**config.mk**
```make
export PLATFORM = sky130hd
export DESIGN_NAME = regfile_2r1w
export DESIGN_NICKNAME = d
export VERILOG_FILES = /design/src/rtl/proc_pkg.sv /design/src/rtl/regfile_rd_mux.sv /design/src/rtl/regfile_2r1w.sv
export SDC_FILE = /design/constraint.sdc
export NUM_CORES = 1
export LEC_CHECK = 0
export CAP_MARGIN = 20
export CELL_PAD_IN_SITES_DETAIL_PLACEMENT = 2
export CELL_PAD_IN_SITES_GLOBAL_PLACEMENT = 2
export CORE_MARGIN = 3
export CORE_UTILIZATION = 39
export DETAILED_ROUTE_END_ITERATION = 16
export GPL_ROUTABILITY_DRIVEN = 0
export PLACE_DENSITY = 0.88
export SKIP_LAST_GASP = 1
export SYNTH_ARGS = -nofsm -noshare
export SYNTH_HDL_FRONTEND = slang
export SYNTH_HIERARCHICAL = 1
export SYNTH_SLANG_ARGS = --single-unit
```
**constraint.sdc**
```tcl
create_clock -name clk -period 2.1 [get_ports clk]
set_clock_uncertainty 0.2 [all_clocks]
set_input_delay 0.42 -clock clk [delete_from_list [all_inputs] [get_ports clk]]
set_output_delay 0.42 -clock clk [all_outputs]
set_load 0.005 [all_outputs]
```
**src/rtl/proc_pkg.sv**
```systemverilog
// Shared processor-core types and sizes used by the register file and its decode neighbours.
// Latency: none. This file holds only types and constants.
// Backpressure: none.
package proc_pkg;

   localparam int REG_DATA_W = 32;
   localparam int REG_ADDR_W = 4;
   localparam int REG_DEPTH  = 2 ** REG_ADDR_W;

   typedef logic [REG_ADDR_W-1:0] reg_addr_t;
   typedef logic [REG_DATA_W-1:0] word_t;

endpackage : proc_pkg

```
**src/rtl/regfile_rd_mux.sv**
```systemverilog
// Purpose: DEPTH:1 read-select mux over the flattened register bank.
// Latency: purely combinational, zero cycles.
// Backpressure: none; the output follows the select and the bank continuously.
//
// Ports:
//   bank_dat  in   DEPTH*DATA_W  all registers, entry i at bits [i*DATA_W +: DATA_W]
//   sel       in   ADDR_W        register index to present
//   out_dat   out  DATA_W        bank entry selected by sel
module regfile_rd_mux
   import proc_pkg::*;
#(
   parameter int DATA_W = REG_DATA_W,
   parameter int ADDR_W = REG_ADDR_W
) (
   input  logic [(2**ADDR_W)*DATA_W-1:0] bank_dat,
   input  logic [ADDR_W-1:0]             sel,
   output logic [DATA_W-1:0]             out_dat
);

   assign out_dat = bank_dat[sel*DATA_W +: DATA_W];

endmodule : regfile_rd_mux

```
**src/rtl/regfile_2r1w.sv**
```systemverilog
// Purpose: 16 x 32 flip-flop register file with two combinational read ports and one write port.
// Latency: reads take zero cycles. A write becomes visible right after the clock edge that takes it, with no bypass.
// Backpressure: none. There is no stall and no busy output; a write is accepted on every enabled edge.
//
// Ports:
//   clk           in   1       rising-edge clock
//   rst           in   1       synchronous active-high reset; clears every register and blocks a write in the same cycle
//   address_a     in   ADDR_W  read port A select, also the write destination
//   address_b     in   ADDR_W  read port B select
//   write_enable  in   1       write strobe
//   write_data    in   DATA_W  value written to reg[address_a]
//   data_a        out  DATA_W  reg[address_a], combinational
//   data_b        out  DATA_W  reg[address_b], combinational
module regfile_2r1w
   import proc_pkg::*;
#(
   parameter int DATA_W = REG_DATA_W,
   parameter int ADDR_W = REG_ADDR_W
) (
   input  logic              clk,
   input  logic              rst,
   input  logic [ADDR_W-1:0] address_a,
   input  logic [ADDR_W-1:0] address_b,
   input  logic              write_enable,
   input  logic [DATA_W-1:0] write_data,
   output logic [DATA_W-1:0] data_a,
   output logic [DATA_W-1:0] data_b
);

   localparam int DEPTH = 2 ** ADDR_W;

   logic [DATA_W-1:0]       regs_q [DEPTH];
   logic [DATA_W-1:0]       regs_d [DEPTH];
   logic [DEPTH*DATA_W-1:0] bank_dat;

   // The next state differs from the current state only at the write destination.
   // The address is not examined when write_enable is low, so an undefined address
   // in an idle cycle leaves the bank untouched.
   always_comb begin
      regs_d = regs_q;
      if (write_enable) begin
         regs_d[address_a] = write_data;
      end
   end

   // Reset has priority over a write issued in the same cycle.
   always_ff @(posedge clk) begin
      if (rst) begin
         for (int i = 0; i < DEPTH; i++) begin
            regs_q[i] <= '0;
         end
      end else begin
         regs_q <= regs_d;
      end
   end

   // Flatten the bank once so that both read muxes share a single view of it.
   always_comb begin
      bank_dat = '0;
      for (int i = 0; i < DEPTH; i++) begin
         bank_dat[i*DATA_W +: DATA_W] = regs_q[i];
      end
   end

   regfile_rd_mux #(
      .DATA_W (DATA_W),
      .ADDR_W (ADDR_W)
   ) u_rd_mux_a (
      .bank_dat (bank_dat),
      .sel      (address_a),
      .out_dat  (data_a)
   );

   regfile_rd_mux #(
      .DATA_W (DATA_W),
      .ADDR_W (ADDR_W)
   ) u_rd_mux_b (
      .bank_dat (bank_dat),
      .sel      (address_b),
      .out_dat  (data_b)
   );

endmodule : regfile_2r1w

```
==> results of run 1 <==
==> worst min-delay path: stages <==
cell and delay, ns:
buf_8 0.23, nand2b_1 0.23, mux2i_1 0.13
==> power breakdown <==
| group | switching [mW] | internal, mW |
|---|---|---|
| Sequential | 0.162 | 9.83 |
| Combinational | 1.56 | 1.15 |
| Clock | 5.05 | 5.72 |
| Total | 6.76 | 16.7 |
==> area by class of cell <==
class | count | area, um^2 | share of cell area, %
Multi-Input combinational cell | 1537 | 16500 | 48.4
Sequential cell | 512 | 10500 | 30.8
Timing Repair Buffer | 383 | 4130 | 12.1
Clock buffer | 85 | 1670 | 4.90
Tap cell | 931 | 1160 | 3.42
Clock inverter | 15 | 138 | 0.404
Antenna cell | 4 | 10.0 | 0.0294
==> final timing paths <==
kind                 startpoint            end  slack, ns  cells after the start
hold / removal              rst  bank_dat[335]       0.22                      3
setup reg to reg  bank_dat[361]  bank_dat[361]       0.65                      3
hold reg to reg   bank_dat[279]  bank_dat[279]       0.30                      2
setup / recovery  bank_dat[150]     data_b[22]      -0.75                      4
==> cells in the mapped netlist <==
library cell,instances
and3_1,1
buf_6,14
clkbuf_2,1
nand2_2,9
buf_12,2
buf_4,57
a22oi_1,128
and3b_1,2
dfxtp_1,512
nand2b_1,544
and2_1,4
nor2b_1,6
nand2_1,66
buf_1,18
nand2_4,1
clkbuf_1,129
nand3_2,4
buf_2,44
nor2_1,2
mux4_2,256
nor3b_4,1
mux2i_1,512
nor2_2,1
==> through the flow <==
stage,cells,area [um^2]
2_1_floorplan,2314,27600
3_3_place_gp,3300,30900
3_5_place_dp,3300,30900
4_1_cts,3438,33700
5_1_grt,3465,34100
6_report,3467,34100
==> cell families (layout without fill, tap and decap cells) <==
| family | count (synthesis) | in the layout | share of synthesized area [%] |
|---|---|---|---|
| AOI/OAI and AO/OA | 128 | 128 | 3.51 |
| buffers and inverters | 265 | 483 | 5.12 |
| other | 0 | 4 | 0 |
| and+or+nand+nor | 641 | 641 | 14.2 |
| muxes | 768 | 768 | 39.8 |
| DFF | 512 | 512 | 37.4 |
==> metal layers <==
metal	share of wire [%]	track usage, %	vias to the layer above
li1	-	-	8730
met1	35	44.2	12200
met3	9.6	9.13	1001
met5	0.0065	0	-
met4	11	29.4	2
met2	45	62.8	2165
==> what timing repair did <==
item / in CTS / in global routing
endpoints found under the setup margin: 229 / 77
setup buffers: 35 / 26
pin swaps: 142 / 31
resized for setup: 581 / 53
cloned: 3 / 1
==> flow_summary.yaml, run 1 <==
die:
  pin_count: 107
  core_area_um2: 69100
  initial_core_util_pct: 39.6
  die_y_um: 271
  fp.dieW_um: 271
  row_count: 96
  dieArea_um2: 73400
cells_and_area:
  fillers: 6433
  mostFrequentLayoutCells: "544 x nand2b_1, 512 x mux2i_1, 332 x dfxtp_1"
  nets: 2533
  drive_gt1_share_pct: 41.1
  final_common_cell: "nand2b_1"
  final_util_pct: 49.4
  syn2layout_area_growth_pct: 24.5
  largest_register_ffs: 512
global_routing:
  grt_pass1_vias: 26000
  grt_max_degree: 77
  grt_overflow: 0
  grt_usage_pct: 38.7
  antenna_found_initial: 6
  grt_pass1_wl_um: 207000
critical_path:
  start_kind: "flop"
  slowest_stage: "mux4_2"
  path_cells: "mux4_2 > a22oi_2 > nand2_2 > buf_6"
  critPathRequiredTime_ns: 1.48
  crit_type: "flop to output port"
  worstPathMaxFanout: 3
  crit_arrival_ns: 2.23
  max_stage_delay_ns: 0.69
  end_kind: "output port"
  critPathTopFamily: "multiplexers"
  critPathBufInv: 1
timing:
  finalHoldViolCount: 0
  rsz0062_at_grt: "true"
  max-slew-margin-rel_pct: 64.3
  worstMarginPinSlew_ns: 0.521
  setup_viol: 69
  max_freq_mhz: 351
  timing.hold.ws_ns: 0.222
  min_period_ns: 2.85
  fin_setup_tns_ns: -35.97
  postLayoutSetupSlackWorst_ns: -0.746
  period_share_pct: 136
  finalMaxSlewViolations: 0
clocking:
  numCtsBuffers: 56
  clkLatencyLatePin_ns: 0.66
  htreeDepth: 2
  clk_pin_slew_ns: 0.07
  clockBufferDepth: 3
  hold_buffers: 0
  cts-root-buf: "clkbuf_16"
  cts_tree: "done"
  cts.sink_count: 512
placed_design:
  place_ws_ns: -0.953
  hpwlAfterDp_um: 74300
  portBuffers: 106
power_and_ir_drop:
  p_leak_nw: 15.3
  total_power_mw: 23.5
  power.density_nw_per_um2: 688
  vdd_drop_max_v: 0.000636
drt:
  firstDrtPassIters: 5
  avgViaCountPerCell: 6.96
  route.detailed.drc: 0
  num_vias: 24100
  detail_route.iter0.violations: 3159
  finalWirelength_um: 155000
  detail-route-antenna-nets: 0
  avgRoutedWirePerCell_um: 44.6
synthesis:
  synth.cell_area_um2: 27400
  syn_area_per_cell_um2: 11.8
  yosysUniqueCellTypes: 23
  synth_top_area_cell: "dfxtp_1"
  syn_nets: 2357
  netlist_instances: 2314
  synth_area_leaders: "dfxtp_1 37%, mux4_2 21%, mux2i_1 19%, nand2b_1 12%, a22oi_1 3.5%"
  synth-seq-cells: 512
  yosys.area.top_type_share_pct: 37.4
  seq_area_frac_synth_pct: 37.4
  yosysWarnings: 6
hold_path:
  min_path_type: "input port to flop"
status:
  violations: "setup timing"
  status: "complete, but fails checks"
flow_run:
  cap_viol_max_count: 0
No activity file was read; power rests on OpenSTA's default activity.
==> run 2, diff against run 1 <==
--- a/config.mk
+++ b/config.mk
@@ -12,7 +12,8 @@
 export CORE_UTILIZATION = 39
 export DETAILED_ROUTE_END_ITERATION = 16
 export GPL_ROUTABILITY_DRIVEN = 0
-export PLACE_DENSITY = 0.88
+export PLACE_DENSITY_LB_ADDON = 0.1
+export REMOVE_ABC_BUFFERS = 1
 export SKIP_LAST_GASP = 1
 export SYNTH_ARGS = -nofsm -noshare
 export SYNTH_HDL_FRONTEND = slang
==> flow_summary.yaml, run 2 (synthesis results as in run 1) <==
die:
  pin_count: 107
  initial_core_util_pct: 39.6
  dieArea_um2: 73400
  die_y_um: 271
  fp.dieW_um: 271
  row_count: 96
  core_area_um2: 69100
global_routing:
  grt_pass1_vias: 23100
  grt_max_degree: 86
  grt_pass1_wl_um: 156000
  grt_overflow: 0
  grt_usage_pct: 27.9
  antenna_found_initial: 0
placed_design:
  portBuffers: 106
  dpl-instance-area_um2: 31200
  hpwlAfterDp_um: 61100
  post-place-cells: 3307
cells_and_area:
  layoutNonFillerInstCount: 3490
  largest_register_ffs: 512
  final_util_pct: 50.0
  antennaDiodeCount: 0
  fillers: 6589
  drive_gt1_share_pct: 37.0
  mostFrequentLayoutCells: "544 x nand2b_1, 512 x mux2i_1, 422 x dfxtp_1"
  final_common_cell: "nand2b_1"
  nets: 2559
  syn2layout_area_growth_pct: 26.0
  fin_area_um2: 34500
critical_path:
  crit_type: "flop to output port"
  reg2reg_to: "bank_dat[347]"
  r2r_slack_ns: 1.07
  end_kind: "output port"
  crit_arrival_ns: 2.00
  rr_startpoint: "bank_dat[347]"
  start_kind: "flop"
  worstPathMaxFanout: 3
  ff2ff_path_depth: 3
  critPathRequiredTime_ns: 1.48
power_and_ir_drop:
  p_switching_mw: 5.85
  pwr-share-seq_pct: 43.1
  netSwitchingFraction_pct: 25.3
  p_leak_nw: 15.6
  combPwrFrac_pct: 11.1
  power.density_nw_per_um2: 669
  vdd_drop_max_v: 0.000526
  internal_power_mw: 17.3
  clockPowerShare_pct: 45.8
timing:
  rsz0062_at_grt: "true"
  worstMarginPinSlew_ns: 0.656
  fin_setup_tns_ns: -25.57
  finalMaxSlewViolations: 0
  max_freq_mhz: 382
  period_share_pct: 125
  setup_viol: 64
  finalHoldViolCount: 0
  min_period_ns: 2.62
  postLayoutSetupSlackWorst_ns: -0.518
  max-slew-margin-rel_pct: 56.2
drt:
  avgRoutedWirePerCell_um: 29.5
  route.detailed.drc: 0
  top_layer_used: "met4"
  detail-route-antenna-nets: 0
  detail_route.iter0.violations: 1051
  wl_met2_um: 54200
  avgViaCountPerCell: 5.75
  wl_met3_um: 3110
  num_vias: 20100
  finalWirelength_um: 103000
  met1_length_um: 42600
  firstDrtPassIters: 5
hold_path:
  min_path_cells: 3
  min_path_type: "input port to flop"
  holdPathEnd: "bank_dat[236]"
  holdCritStartpoint: "rst"
clocking:
  numCtsBuffers: 60
  hold_buffers: 0
  clockBufferDepth: 3
  clk_pin_slew_ns: 0.07
  cts-root-buf: "clkbuf_16"
  clkLatencyLatePin_ns: 0.63
  cts.sink_count: 512
  cts_tree: "done"
  htreeDepth: 2
status:
  violations: "setup timing"
  status: "complete, but fails checks"
flow_run:
  cap_viol_max_count: 0
==> run 2: repair_timing <==
action,CTS,global route
pin swaps,141,20
buffers inserted,72,0
gates resized for setup,482,40
cloned,7,0
setup endpoints to repair,64,64
==> run 2: metal layers <==
layer  track usage (%)  up-vias
met3              3.41      163
met5                 0        -
met1              34.5    10800
li1                  -     8752
met2              50.9      361
met4              7.79        0
==> run 2: through the flow <==
stage	hold WS (ns)	power (mW)	setup WS [ns]
floorplan	0.255	11.0	-0.349
CTS	0.0616	23.3	-0.525
finish	0.108	23.1	-0.518
global placement	0.264	12.4	-0.993
global route	0.0869	23.9	-0.558
detailed placement	0.281	12.4	-0.993
==> run 2: critical path, cell delays in order, from the launching register on <==
cell,delay (ns)
dfxtp_1,0.34
mux4_2,0.49
a22oi_1,0.25
nand2_1,0.12
buf_2,0.15
==> run 2: final cells by class <==
| class | instances | area [um^2] | share of cell area (%) |
|---|---|---|---|
| clock buffers | 95 | 1840 | 5.32 |
| well taps | 931 | 1160 | 3.38 |
| flip-flops and latches | 512 | 10400 | 30.0 |
| multi-input cells | 1537 | 16400 | 47.6 |
| repair buffers | 405 | 4610 | 13.3 |
| clock inverters | 10 | 111 | 0.323 |
==> run 2: power groups by stage <==
stage	Clock, mW	Sequential [mW]	Combinational (mW)
2_1_floorplan	0	10.1	0.885
3_3_place_gp	0	10.1	2.23
3_5_place_dp	0	10.2	2.27
4_1_cts	10.8	9.94	2.55
5_1_grt	11.3	9.96	2.68
6_report	10.6	9.95	2.57
==> run 2: worst max-delay path by stage <==
stage                        startpoint  slack, ns    endpoint  cells after the start
final                      bank_dat[72]      -0.52   data_b[8]                      4
after global routing      bank_dat[327]      -0.56   data_b[7]                      5
after CTS                 bank_dat[328]      -0.53   data_b[8]                      4
after detailed placement   address_b[0]      -0.99  data_b[31]                      6
after global placement     address_b[0]      -0.99  data_b[31]                      6
after floorplan            address_a[3]      -0.35   data_a[0]                      3
